### src/rtl/calc_display_if.sv
// Calculator-to-display bus.
//   status/data/pos : calculator streaming a frame of BCD digits
//   an/seg          : active-low 8-digit seven-segment drive
//   frame_valid     : pulse, full frame committed to the display buffer
//   frame_drop      : pulse, incomplete frame discarded
//   err             : sticky error indicator
// master = calculator side, slave = display controller.
interface calc_display_if;
  logic [1:0] status;
  logic [3:0] data;
  logic [3:0] pos;
  logic [7:0] an;
  logic [7:0] seg;
  logic       frame_valid;
  logic       frame_drop;
  logic       err;

  modport master (
    output status, data, pos,
    input  an, seg, frame_valid, frame_drop, err
  );

  modport slave (
    input  status, data, pos,
    output an, seg, frame_valid, frame_drop, err
  );
endinterface

### src/rtl/calc_display.sv
// Calculator result display controller.
// Captures a frame of eight BCD digits streamed by the calculator into a
// shadow buffer, commits it to the display buffer only when every position
// was written, and time-multiplexes the buffer onto an 8-digit
// seven-segment display with leading-zero blanking.
// Ports:
//   clock : system clock, rising edge
//   reset : synchronous, active-high
//   bus   : calc_display_if slave modport (status/data/pos in,
//           an/seg/frame_valid/frame_drop/err out)
// Parameter:
//   REFRESH_DIV : clock cycles each digit stays selected (>= 2)
module calc_display #(
  parameter int unsigned REFRESH_DIV = 50000
) (
  input logic            clock,
  input logic            reset,
  calc_display_if.slave  bus
);

  localparam int unsigned CW = $clog2(REFRESH_DIV);

  localparam logic [1:0] ST_ERROR = 2'b00;
  localparam logic [1:0] ST_BUSY  = 2'b01;
  localparam logic [1:0] ST_READY = 2'b10;

  typedef enum logic [1:0] {
    IDLE    = 2'd0,
    CAPTURE = 2'd1,
    ERROR   = 2'd2
  } state_t;

  state_t state_q, state_n;

  logic [7:0][3:0] shadow_q;
  logic [7:0][3:0] buffer_q;
  logic [7:0]      written_q;
  logic            frame_valid_q;
  logic            frame_drop_q;
  logic            err_q;

  logic do_write;
  logic do_commit;
  logic do_drop;
  logic clear_mask;

  logic [CW-1:0] refresh_q;
  logic [2:0]    scan_q;
  logic [7:0]    an_q, an_n;
  logic [7:0]    seg_q, seg_n;

  // ---------------------------------------------------------------------
  // Capture FSM
  // ---------------------------------------------------------------------
  always_ff @(posedge clock) begin
    if (reset) state_q <= IDLE;
    else       state_q <= state_n;
  end

  always_comb begin
    state_n    = state_q;
    do_write   = 1'b0;
    do_commit  = 1'b0;
    do_drop    = 1'b0;
    clear_mask = 1'b0;
    unique case (state_q)
      IDLE, CAPTURE: begin
        if (bus.status == ST_ERROR) begin
          // partial frame is discarded silently, no drop pulse
          state_n    = ERROR;
          clear_mask = 1'b1;
        end else if (bus.status == ST_BUSY) begin
          state_n  = CAPTURE;
          do_write = ~bus.pos[3];
        end else if (bus.status == ST_READY && state_q == CAPTURE) begin
          state_n    = IDLE;
          clear_mask = 1'b1;
          if (written_q == 8'hFF) do_commit = 1'b1;
          else                    do_drop   = 1'b1;
        end
        // status 11: hold
      end
      ERROR:   state_n = ERROR;
      default: state_n = IDLE;
    endcase
  end

  // ---------------------------------------------------------------------
  // Frame storage
  // ---------------------------------------------------------------------
  always_ff @(posedge clock) begin
    if (reset) begin
      shadow_q      <= '0;
      buffer_q      <= '0;
      written_q     <= '0;
      frame_valid_q <= 1'b0;
      frame_drop_q  <= 1'b0;
      err_q         <= 1'b0;
    end else begin
      frame_valid_q <= do_commit;
      frame_drop_q  <= do_drop;
      if (state_n == ERROR) err_q <= 1'b1;
      if (do_write) begin
        shadow_q[bus.pos[2:0]]  <= bus.data;
        written_q[bus.pos[2:0]] <= 1'b1;
      end
      if (clear_mask) written_q <= '0;
      if (do_commit)  buffer_q  <= shadow_q;
    end
  end

  // ---------------------------------------------------------------------
  // Scan timing
  // ---------------------------------------------------------------------
  always_ff @(posedge clock) begin
    if (reset) begin
      refresh_q <= '0;
      scan_q    <= '0;
    end else if (refresh_q == CW'(REFRESH_DIV - 1)) begin
      refresh_q <= '0;
      scan_q    <= scan_q + 3'd1;
    end else begin
      refresh_q <= refresh_q + CW'(1);
    end
  end

  // ---------------------------------------------------------------------
  // Digit decode
  // ---------------------------------------------------------------------
  function automatic logic [7:0] decode(input logic [3:0] v);
    logic [7:0] s;
    unique case (v)
      4'd0:    s = 8'hC0;
      4'd1:    s = 8'hF9;
      4'd2:    s = 8'hA4;
      4'd3:    s = 8'hB0;
      4'd4:    s = 8'h99;
      4'd5:    s = 8'h92;
      4'd6:    s = 8'h82;
      4'd7:    s = 8'hF8;
      4'd8:    s = 8'h80;
      4'd9:    s = 8'h90;
      default: s = 8'hBF;
    endcase
    return s;
  endfunction

  logic [7:0] nonzero;
  logic [7:0] upper;
  logic       blank;

  always_comb begin
    nonzero = '0;
    for (int unsigned i = 0; i < 8; i++) nonzero[i] = |buffer_q[i];
    // digits at and above the selected one, shifted down to bit 0
    upper = nonzero >> scan_q;
    blank = (scan_q != 3'd0) && (upper == 8'h00);
    an_n  = ~(8'h01 << scan_q);
    if (err_q)      seg_n = (scan_q == 3'd0) ? 8'h86 : 8'hBF;
    else if (blank) seg_n = 8'hFF;
    else            seg_n = decode(buffer_q[scan_q]);
  end

  always_ff @(posedge clock) begin
    if (reset) begin
      an_q  <= 8'hFE;
      seg_q <= 8'hC0;
    end else begin
      an_q  <= an_n;
      seg_q <= seg_n;
    end
  end

  assign bus.an          = an_q;
  assign bus.seg         = seg_q;
  assign bus.frame_valid = frame_valid_q;
  assign bus.frame_drop  = frame_drop_q;
  assign bus.err         = err_q;

endmodule

### src/flat_wrapper.sv
// flat-port wrapper written by rule: the top's interface ports become plain ports
module calc_display_flat 
#(
  parameter int unsigned REFRESH_DIV = 50000
)
  (clock, reset, bus_status, bus_data, bus_pos, bus_an, bus_seg, bus_frame_valid, bus_frame_drop, bus_err);
  calc_display_if bus_i ();
  input logic clock;
  input logic reset;
  input wire logic [$bits(bus_i.status)-1:0] bus_status;
  input wire logic [$bits(bus_i.data)-1:0] bus_data;
  input wire logic [$bits(bus_i.pos)-1:0] bus_pos;
  output wire logic [$bits(bus_i.an)-1:0] bus_an;
  output wire logic [$bits(bus_i.seg)-1:0] bus_seg;
  output wire logic [$bits(bus_i.frame_valid)-1:0] bus_frame_valid;
  output wire logic [$bits(bus_i.frame_drop)-1:0] bus_frame_drop;
  output wire logic [$bits(bus_i.err)-1:0] bus_err;
  assign bus_i.status = bus_status;
  assign bus_i.data = bus_data;
  assign bus_i.pos = bus_pos;
  assign bus_an = bus_i.an;
  assign bus_seg = bus_i.seg;
  assign bus_frame_valid = bus_i.frame_valid;
  assign bus_frame_drop = bus_i.frame_drop;
  assign bus_err = bus_i.err;
  calc_display #(.REFRESH_DIV(REFRESH_DIV)) u_core (.clock(clock), .reset(reset), .bus(bus_i));
endmodule
### config.mk
export PLATFORM = sky130hd
export DESIGN_NAME = calc_display_flat
export DESIGN_NICKNAME = d
export VERILOG_FILES = /design/src/rtl/calc_display_if.sv /design/src/rtl/calc_display.sv /design/src/flat_wrapper.sv
export SDC_FILE = /design/constraint.sdc
export NUM_CORES = 1
export LEC_CHECK = 0
export CAP_MARGIN = 20
export CORE_ASPECT_RATIO = 0.8
export CORE_MARGIN = 3
export CORE_UTILIZATION = 25
export DETAILED_ROUTE_END_ITERATION = 7
export PLACE_DENSITY = 0.37
export SKIP_CTS_REPAIR_TIMING = 1
export SLEW_MARGIN = 20
export SYNTH_ARGS = -nofsm -noshare
export SYNTH_HDL_FRONTEND = slang
export SYNTH_SLANG_ARGS = --single-unit
### constraint.sdc
create_clock -name clock -period 4.5 [get_ports clock]
set_input_delay 0.9 -clock clock [delete_from_list [all_inputs] [get_ports clock]]
set_output_delay 0.9 -clock clock [all_outputs]
set_load 0.05 [all_outputs]
* After elaboration in Yosys (flattened, before gate mapping) *
Memory sizes are Yosys's and may differ from the RTL's.
Index checks and enable logic that the tools add are counted.
Widths: inputs -> output; s select.

storage, ports and cells
  output and inout bits = 19
  register bits = 112
  memories = 1
  memory bits (read-only) = 112

operators by class
  equal/unequal tests = 7
  add/subtract/negate cells = 2
  multiplexer cells = 27
  order comparisons = 3
  bitwise logic cells = 5
  reduce and logical (&&, ||, !) cells = 20
  shift operators = 2

memory list
  name              words  width  rd ports  clocked after Yosys merged registers in  write ports  RTL line             text
  (name not given)  16     7      1         0                                        0            calc_display.sv:132  unique case (v)

operators with widths
  cell                   count
  $bwmux 32              1
  $reduce_or 4->1        8
  $add 16x1->16 const B  1
  $eq 16x16->1 const B   1
  $mux 8                 2
  $mux 1                 14
  $bmux 4 s3             1
  $demux 4 s3            1
  $eq 8x8->1 const B     1
  $logic_not 8->1        1
  $lt 3x4->1 const B     2
  $mux 4                 2
  $not 8->8              1
  $or 8x8->8             1
  $shl 1x3->8 const A    1
  $shr 8x3->8            1
  $eq 2x2->1 const B     3
  $mux 2                 3
  $mux 6                 1
  $reduce_or 2->1        3
  $reduce_or 5->1        1
  $eq 2x1->1 const B     2
  $logic_not 2->1        2
  $pmux 2 s2             1
  other kinds (7)        11

* Depth between registers and ports, before layout *
Gate-level depths: netlist of run 1.

  depth after elaboration = 7
  depth in mapped cells = 9
  gate-level depth less buffers = 7

* Least setup slack after synthesis of run 1 *
OpenSTA, ideal clock, no wires.

  path type = register to register
  start = register u_core.scan_q[1]
  end = register u_core.seg_q[0] (netlist: u_core.bus.seg[0])
  path slack = 2.332 ns
  arrival = 2.024 ns
  stages on the path, launching flop included = 10
  buffers on the path = 2
  data required time = 4.355 ns
  cell sequence = dfxtp_1 buf_6 buf_8 mux4_1 mux2i_4 inv_1 ha_1 mux2_2 nand2_1 nand3_1

between the ends
  longest elaborated chain between the ends = 5

RTL lines
  item                                                                    RTL line                                  text
  start, declared                                                         calc_display.sv:48                        logic [2:0] scan_q;
  start signal, assigned                                                  calc_display.sv:121                       scan_q <= scan_q + 3'd1;
  $bmux 4 s3 / $shr 8x3->8 (equally long branches)                        calc_display.sv:161, calc_display.sv:156
  $mux 4 (implied by the code) / $logic_not 8->1 (equally long branches)  calc_display.sv:161, calc_display.sv:157
  $mem_v2 16x7 / $logic_and 1x1->1 (equally long branches)                -
  $mux 8                                                                  calc_display.sv:160                       else if (blank) seg_n = 8'hFF;
  $mux 8 (*)                                                              calc_display.sv:159                       if (err_q) seg_n = (scan_q == 3'd0) ? 8'h86 : 8'hBF;
  end signal, assigned                                                    calc_display.sv:170                       seg_q <= seg_n;
  end, declared                                                           calc_display.sv:50                        logic [7:0] seg_q, seg_n;

Mark *: on every way between the ends. The rest lies on a longest branch, timed or not. The select of a mux whose other input is x is not followed.
A chain may end at the register's enable or synchronous reset.

* Worst setup path after layout of run 1 *
  start = register u_core.err_q (netlist: u_core.bus.err)
  end = output port bus_err

RTL lines
  item                    RTL line             text
  start, declared         calc_display.sv:40   logic err_q;
  start signal, assigned  calc_display.sv:98   err_q <= 1'b0;
  start signal, assigned  calc_display.sv:102  if (state_n == ERROR) err_q <= 1'b1;
  end, declared           flat_wrapper.sv:17   output wire logic [$bits(bus_i.err)-1:0] bus_err;

No word-level cell between the ends.

==> metrics.txt, run 1 <==
pins over their slew limit 0; Internal between 1000 and 1500 uW; Worst Tran Pin Value about 0.79 ns; Post-synth EDFFs 0; Seq pwr share between 50 and 60%; Residual DRC 0; FF+latch count, synth 111; GPL Wtd Cong around 0.75; antenna cells 0; Synth Warn # 0; Bufs and invs on worst path 1; all-layer global routing usage between 10% and 20%; final setup fails 0; Mapped Cells 503; fin area ~5500 um^2; syn avg cell area 9.31 um^2; worst vdd ir ~0.00015 V; Final WS setup approximately 1.8 ns; Worst Setup Start Kind flip-flop; layout cells sized above 1 under 10%; asr flop ratio synth 0%; fin crit period around 2.7 ns; initial antenna violation count 0; first-pass GRT wire length about 18 mm; family with the most delay on the worst path buffers and inverters; sequential area share after synthesis 47.5%; Yosys cell types between 50 and 60; worst r2r dst u_core.bus.seg[0]; status finished, final reports clean; Logic pwr share between 4 and 5%; Cell Rows between 40 and 50; port bufs 29; Hold Path Class flip-flop to flip-flop; post-DP HPWL 7.88 mm; die width 159 um; Clk Latency, worst-skew pair 0.36 ns; dpl ws ~1.6 ns; Max-slew headroom between 40% and 50%; FF-to-FF Start u_core.scan_q[1]; CTS Buf Count 9; power after layout a little under 2000 uW; vias in the first global route ~3200; Sw Pwr between 400 and 500 uW; Critical Path AT ~1.8 ns; Slowest-stage cell, CP clkdlybuf4s50_1; core box area about 18000 um^2; Initial DRT Pass Iterations 4; 1st-iter DRT viols 157; Cells on Worst Hold Path 2; routed len/inst about 15 um; clock root cell clkbuf_16; CP cell instances clkdlybuf4s50_1; DP Area 5150 um^2; kind of critical path flip-flop to output port; Clock power frac a little over two fifths; ANT nets after route 0; nets@finish 537; TritonCTS clock tree built; maxcap violations 0; CP peak stage delay ~0.88 ns; Max Clock Skew about 0.0077 ns; Worst Setup End Kind output port; final hold vios 0; Via density about 4.3; Worst EP required 3.60 ns; Die ar. 20400 um^2; Mapped Nets 527; reg2reg setup slack 1.91 ns; Die H 128 um; share of the synthesized area in the top cell type a little under half; top_reg_cell synth dfxtp_1; synth top area cells dfxtp_1, mux2i_1, nand2_1; min-delay src u_core.written_q[5]; setup TNS 0 ns; largest area contributor in the netlist dfxtp_1; WHS Endpoint u_core.written_q[5]; Synth Cell Area 4680 um^2; Vias between 3000 and 4000; total wire length roughly 11 mm; FF-to-FF path depth 7; Area growth syn-to-layout 16.7%; fmax about 380 MHz; clock sinks approximately 110; RSZ-0062 raised after global routing false; grt ovf 0; CP Max Fanout 7; CTS H-tree lvls 3; top-level I/O count 31; PD cells approximately 350 nW/um^2; CTS clk-pin slew, worst paths 0.07 ns; Initial Utilization between 20% and 30%; Final Cycle Share between 50 and 60%; switch share 22.9%; clk buf depth 2; post-layout util ~30%; P_leak roughly 0.0020 uW; largest net degree at the start of global routing 55
stage by stage:
step                cells  hold WS (ns)
floorplan             503         0.425
global placement      755         0.433
detailed placement    755         0.443
CTS                   771         0.456
global route          771         0.466
finish                771         0.451
layout make-up:
class / instances / area, um^2
fill: 1984 / 12800
tap: 253 / 317
multi-input combinational: 344 / 2240
clock buffer: 11 / 253
sequential: 111 / 2220
inverter: 15 / 56.3
clock inverter: 5 / 61.3
timing repair buffer: 32 / 308
cell usage after synthesis, types with 5 or more instances:
cell,n
nor4_1,10
a21oi_1,41
nand3_1,13
nor2_1,65
nand2b_1,6
buf_2,7
mux2i_1,34
inv_1,14
mux4_2,5
nand2_1,81
nand4_1,6
dfxtp_1,111
ha_1,12
xnor2_1,11
clkbuf_1,21
layout by cell type (no fill, tap or decap), types with 2 or more instances in the layout:
master,synthesis,layout
mux2i_4,3,3
nor2_2,2,2
nand4_1,6,6
nor3_1,4,3
inv_1,14,14
nor2_1,65,65
xnor2_1,11,11
nor3_2,1,2
o21a_1,4,4
a21o_1,2,2
buf_4,1,3
mux4_2,5,5
nand3_1,13,13
nand2_1,81,81
ha_1,12,12
a21boi_1,2,2
a21boi_0,2,2
and3_1,4,4
nor4_1,10,10
mux4_1,3,3
clkbuf_16,0,9
a21oi_1,41,41
clkdlybuf4s50_1,0,28
o21ai_1,2,2
nand2b_1,6,6
xor2_1,4,4
inv_6,0,2
mux2i_1,34,34
dfxtp_1,111,111
clkbuf_8,0,2
nand4b_1,2,2
o211ai_1,3,3
power by group through the flow:
stage	combinational, uW	sequential (uW)	clock (uW)
finish	92.2	1000	838
global route	100	1000	913
CTS	93.8	1000	875
detailed placement	93.7	1020	0
global placement	93.4	1020	0
floorplan	44.7	1040	0
cells by family (layout without fill, tap and decap cells):
group	after synthesis	in the layout	share of synthesized area [%]
AO/OA/AOI/OAI	65	65	8.26
multiplexers	47	47	13.4
XOR/XNOR	15	15	2.81
adder cells (fa/ha/maj)	12	12	3.21
flip-flops	111	111	47.5
other	1	1	0.0801
AND/OR/NAND/NOR	204	204	20.1
buffers and inverters	48	63	4.68
worst max path at each step:
stage | slack [ns] | to | cells after the start | from
final | 1.85 | bus_err | 1 | u_core.bus.err
after CTS | 1.83 | bus_err | 1 | u_core.bus.err
after global routing | 1.73 | u_core.bus.seg[0] | 7 | u_core.scan_q[1]
after detailed placement | 1.59 | u_core.shadow_q[9] | 6 | bus_status[1]
after floorplan | 2.33 | u_core.bus.seg[0] | 9 | u_core.scan_q[1]
after global placement | 1.63 | u_core.shadow_q[18] | 6 | bus_status[1]
metal layers:
| metal | vias up | share of wire [%] | global-route usage (%) |
|---|---|---|---|
| met5 | - | 0 | 0 |
| met4 | 0 | 1.2 | 3.29 |
| met3 | 10 | 3.0 | 3.03 |
| met2 | 36 | 41 | 16.7 |
| met1 | 1577 | 55 | 16.7 |
| li1 | 1722 | - | - |
state kept, by name, indices dropped and copies added (netlist names):
name                    count
u_core.bus.seg              7
u_core.bus.an               8
u_core.shadow_q            32
u_core.state_q              2
u_core.bus.frame_valid      1
u_core.bus.frame_drop       1
u_core.refresh_q           16
u_core.written_q            8
u_core.buffer_q            32
u_core.scan_q               3
u_core.bus.err              1
No activity file was read; power rests on OpenSTA's default activity.
==> run 2: changes to the inputs <==
- PLACE_DENSITY: 0.37 -> 0.39
- clock period: 4.5 -> 2.3 ns (I/O delays scaled with it)
==> run 2 against run 1 <==
Power grew 100%; global-route usage rose by 0.077 points; worst hold slack gained 0.00057 ns; combinational power up 110%; sequential cell count unchanged; register-to-register slack got worse by 1.7 ns; clock skew shrank 0.0040 ns; non-clock buffer count is 20 higher; sequential share of layout area down 1.4 points; largest cell class unchanged; largest power group unchanged.
==> metrics.txt, run 2 (synthesized netlist as in run 1, its figures left out) <==
status finished, final reports clean (unchanged); pins over their slew limit 0 (unchanged); core box area 18300 um^2 (unchanged); CP peak stage delay 0.87 ns (was 0.88 ns); setup TNS 0 ns (unchanged); post-layout util 31.0% (was 29.9%); layout cells sized above 1 11.3% (was 7.72%); CP Max Fanout 7 (unchanged); Area growth syn-to-layout 21.0% (was 16.7%); family with the most delay on the worst path buffers and inverters (unchanged); Worst EP required 1.84 ns (was 3.60 ns); Initial Utilization 25.6% (unchanged); clock sinks 111 (unchanged); worst vdd ir 0.000306 V (was 0.000154 V); ANT nets after route 0 (unchanged); Initial DRT Pass Iterations 4 (unchanged); grt ovf 0 (unchanged); TritonCTS clock tree built (unchanged); antenna cells 0 (unchanged); fin crit period 2.19 ns; die width 159 um (unchanged); Die H 128 um (unchanged); nets@finish 557 (was 537); fmax 457 MHz; final non-filler cell total 791 (was 771); PD cells 698 nW/um^2 (was 354 nW/um^2); top-level I/O count 31 (unchanged); Residual DRC 0 (unchanged); all-layer global routing usage 11.6% (was 11.5%); final setup fails 0 (unchanged); Worst Tran Pin Value 0.651 ns (was 0.794 ns); initial antenna violation count 0 (unchanged); GPL Wtd Cong 0.771 (was 0.754); CP cell instances clkdlybuf4s50_1 (unchanged); Final Cycle Share roughly 95%; Placed Cells 775 (was 755); Max-slew headroom 56.2% (was 47.0%); RSZ-0062 raised after global routing false (unchanged); multi-input logic area 2250 um^2 (was 2240 um^2); final hold vios 0 (unchanged); clk buf depth 2 (unchanged); clock root cell clkbuf_16 (unchanged); Vias 3447 (was 3345); vias in the first global route 3377 (was 3231); Clk Latency, worst-skew pair 0.35 ns (was 0.36 ns); FF/Latch Area 2220 um^2 (about the same); P_leak 0.00213 uW (was 0.00201 uW); Critical Path AT 1.73 ns (was 1.75 ns); Cell Rows 44 (unchanged); Worst Setup Start Kind flip-flop (unchanged); post-DP HPWL 8.20 mm (was 7.88 mm); 1st-iter DRT viols 205 (was 157); largest net degree at the start of global routing 36 (was 55); Max Clock Skew 0.00374 ns (was 0.00774 ns); total wire length 11.2 mm (about the same); CTS Buf Count 9 (unchanged); CTS H-tree lvls 3 (unchanged); first-pass GRT wire length 18.5 mm (was 18.3 mm); kind of critical path flip-flop to output port (unchanged); number of filler cells placed in the layout 1951 (was 1984); Largest regs u_core.buffer_q: 32 flops, u_core.shadow_q: 32 flops, u_core.refresh_q: 16 flops (unchanged); CTS clk-pin slew, worst paths 0.07 ns (about the same); Hold Path Class flip-flop to flip-flop (unchanged); maxcap violations 0 (unchanged); Die ar. 20400 um^2 (unchanged); port bufs 29 (unchanged); Via density 4.36 (was 4.34); most common cell after layout, fill and taps aside dfxtp_1 (unchanged); Worst Setup End Kind output port (unchanged); most frequent cells in the layout dfxtp_1, nand2_1, nor2_1, a21oi_1, mux2i_1 (unchanged); Slowest-stage cell, CP clkdlybuf4s50_1 (unchanged); routed len/inst 14.2 um (was 14.6 um); Bufs and invs on worst path 1 (unchanged)
==> run 2: cell count changes in the layout (fill, tap and decap cells not counted), sizes merged <==
cell / before / now
buf: 4 / 24
bufinv: 1 / 3
clkinv: 2 / 1
inv: 17 / 16
==> run 2: path summary, 6_finish.rpt <==
| check | startpoint | endpoint | slack, ns | depth (start not counted) |
|---|---|---|---|---|
| setup reg to reg | u_core.scan_q[1] | u_core.bus.seg[0] | 0.23 | 7 |
| hold / removal | u_core.written_q[5] | u_core.written_q[5] | 0.45 | 2 |
| hold reg to reg | u_core.written_q[5] | u_core.written_q[5] | 0.45 | 2 |
| setup / recovery | u_core.bus.err | bus_err | 0.11 | 1 |
==> run 2: area by class of cell <==
| cell class | instances | area share, % |
|---|---|---|
| inverter | 15 | 0.994 |
| multi-input combinational | 344 | 39.7 |
| clock buffer | 11 | 4.29 |
| timing repair buffer | 52 | 8.31 |
| tap | 253 | 5.59 |
| sequential | 111 | 39.3 |
| clock inverter | 5 | 1.83 |
==> run 2: stage by stage <==
step / total power [uW] / setup WS [ns] / instance area, um^2 / hold slack, ns
2_1_floorplan: 2120 / 0.132 / 4680 / 0.425
3_3_place_gp: 2200 / -0.0559 / 5310 / 0.444
3_5_place_dp: 2200 / -0.0905 / 5310 / 0.443
4_1_cts: 4040 / 0.0731 / 5660 / 0.453
5_1_grt: 4140 / 0.0254 / 5660 / 0.466
6_report: 3960 / 0.112 / 5660 / 0.452
==> run 2: metal layers <==
| metal | vias to the layer above | GRT usage [%] | wire, um |
|---|---|---|---|
| li1 | 1759 | - | - |
| met1 | 1627 | 16.4 | 6000 |
| met2 | 51 | 16.9 | 4570 |
| met3 | 10 | 3.73 | 509 |
| met4 | 0 | 3.24 | 131 |
| met5 | - | 0 | 0 |
==> run 2: power breakdown <==
group	internal [uW]	leakage (uW)	switching (uW)
clock network	1100	0.000170	708
logic	67.6	0.00106	126
registers	1940	0.000897	16.0
==> run 3: changes to the inputs <==
- CORE_MARGIN: 3 -> not set
==> run 3 against run 2 <==
Register-to-register slack got worse by 0.07 ns; worst hold slack got worse by 0.045 ns; sequential cell count did not move; global-route usage rose by 0.90 points; critical endpoint unchanged; power fell by 4.7%; routed wire length fell by 0.17%; combinational power rose by 2%; sequential share of layout area rose by 0.11 points; final area fell by 0.29%.
==> metrics.txt, run 3 (synthesized netlist as in run 1, its figures left out) <==
initial antenna violation count 0 (unchanged); routed len/inst 14.1 um (was 14.2 um); CP Max Fanout 7 (unchanged); Fin Hold WS 0.406 ns (was 0.452 ns); ANT nets after route 0 (unchanged); most common cell after layout, fill and taps aside dfxtp_1 (unchanged); most frequent cells in the layout dfxtp_1, nand2_1, nor2_1, a21oi_1, mux2i_1 (unchanged); CP cell instances clkdlybuf4s50_1 (unchanged); final setup fails 0 (unchanged); port bufs 29 (unchanged); kind of critical path flip-flop to output port (unchanged); Initial DRT Pass Iterations 5 (was 4); top-level I/O count 31 (unchanged); fmax 458 MHz (was 457 MHz); vias in the first global route 3347 (was 3377); power after layout 3770 uW (was 3960 uW); Die ar. 19300 um^2 (was 20400 um^2); largest net degree at the start of global routing 39 (was 36); first-pass GRT wire length 18.5 mm (about the same); CTS Buf Count 9 (unchanged); die width 155 um (was 159 um); family with the most delay on the worst path buffers and inverters (unchanged); Die H 124 um (was 128 um); Residual DRC 0 (unchanged); fin area 5650 um^2 (was 5660 um^2); CTS clk-pin slew, worst paths 0.07 ns (about the same); Hold Path Class input port to flip-flop (was flip-flop to flip-flop); status finished, final reports clean (unchanged); Critical Path AT 1.72 ns (was 1.73 ns); DP Area 5310 um^2 (unchanged); clock root cell clkbuf_16 (unchanged); TritonCTS clock tree built (unchanged); PD cells 667 nW/um^2 (was 698 nW/um^2); Cells on Worst Hold Path 2 (unchanged); layout cells sized above 1 12.0% (was 11.3%); all-layer global routing usage 12.5% (was 11.6%); grt ovf 0 (unchanged); Vias 3432 (was 3447); RSZ-0062 raised after global routing false (unchanged); min-delay src reset (was u_core.written_q[5]); Clk Latency, worst-skew pair 0.36 ns (was 0.35 ns); 1st-iter DRT viols 129 (was 205); Worst Tran Pin Value 0.569 ns (was 0.651 ns); Initial Utilization 25.7% (was 25.6%); GPL Wtd Cong 0.790 (was 0.771); clock sinks 111 (unchanged); Cell Rows 44 (unchanged); worst vdd ir 0.000297 V (was 0.000306 V); CP peak stage delay 0.87 ns (about the same); Via density 4.32 (was 4.36); pins over their slew limit 0 (unchanged); post-DP HPWL 8.00 mm (was 8.20 mm); Largest regs u_core.buffer_q: 32 flops, u_core.shadow_q: 32 flops, u_core.refresh_q: 16 flops (unchanged); total wire length 11.2 mm (about the same); Worst EP required 1.84 ns (about the same); Final WS setup 0.118 ns (was 0.112 ns); number of filler cells placed in the layout 1909 (was 1951); CTS H-tree lvls 3 (unchanged); Final Cycle Share 94.9% (was 95.1%); dpl ws -0.192 ns (was -0.0905 ns); nets@finish 561 (was 557); clk buf depth 2 (unchanged); FF-to-FF Start u_core.scan_q[1] (unchanged); Max Clock Skew 0.00572 ns (was 0.00374 ns); P_leak 0.00212 uW (was 0.00213 uW); final hold vios 0 (unchanged); Worst Setup End Kind output port (unchanged); Worst Setup Start Kind flip-flop (unchanged); fin crit period 2.18 ns (was 2.19 ns); Slowest-stage cell, CP clkdlybuf4s50_1 (unchanged); reg2reg setup slack 0.16 ns (was 0.23 ns); maxcap violations 0 (unchanged); worst r2r dst u_core.bus.seg[1] (was u_core.bus.seg[0]); FF-to-FF path depth 7 (unchanged); WHS Endpoint u_core.bus.an[0] (was u_core.written_q[5]); Area growth syn-to-layout 20.7% (was 21.0%); post-layout util 31.0% (about the same); antenna cells 0 (unchanged); core box area 18200 um^2 (was 18300 um^2); Bufs and invs on worst path 1 (unchanged); Max-slew headroom 61.7% (was 56.2%)
-- run 3: stage by stage --
stage	TNS, ns	instances
3_3_place_gp	-1.47	775
2_1_floorplan	0	503
6_report	0	795
3_5_place_dp	-1.82	775
5_1_grt	0	795
4_1_cts	-0.0259	791
-- run 3: layout make-up --
class	instances	area, um^2	share of cell area [%]
sequential	111	2220	39.4
multi-input combinational	344	2240	39.7
tap	253	317	5.60
timing repair buffer	56	500	8.86
clock inverter	6	67.6	1.20
inverter	15	56.3	0.997
clock buffer	10	239	4.23
-- run 3: per-layer routing --
layer  part of all wire, %  global-route usage [%]
met5                     0                       0
met3                   3.4                    3.24
met1                    55                    18.3
met2                    40                    17.7
met4                   1.3                    3.49
-- run 3: worst max-delay path by stage --
stage / start / to / depth (start not counted)
5_1_grt: u_core.scan_q[1] / u_core.bus.seg[5] / 7
6_report: u_core.bus.err / bus_err / 1
3_3_place_gp: bus_status[1] / u_core.shadow_q[8] / 6
4_1_cts: u_core.scan_q[1] / u_core.bus.seg[2] / 8
2_1_floorplan: u_core.scan_q[1] / u_core.bus.seg[0] / 9
3_5_place_dp: bus_status[1] / u_core.shadow_q[8] / 6
-- run 3: power by group --
part / leakage (uW) / internal (uW) / switching, uW
sequential: 0.000897 / 1940 / 15.5
combinational: 0.00108 / 71.0 / 126
clock: 0.000145 / 881 / 735
total: 0.00212 / 2890 / 877
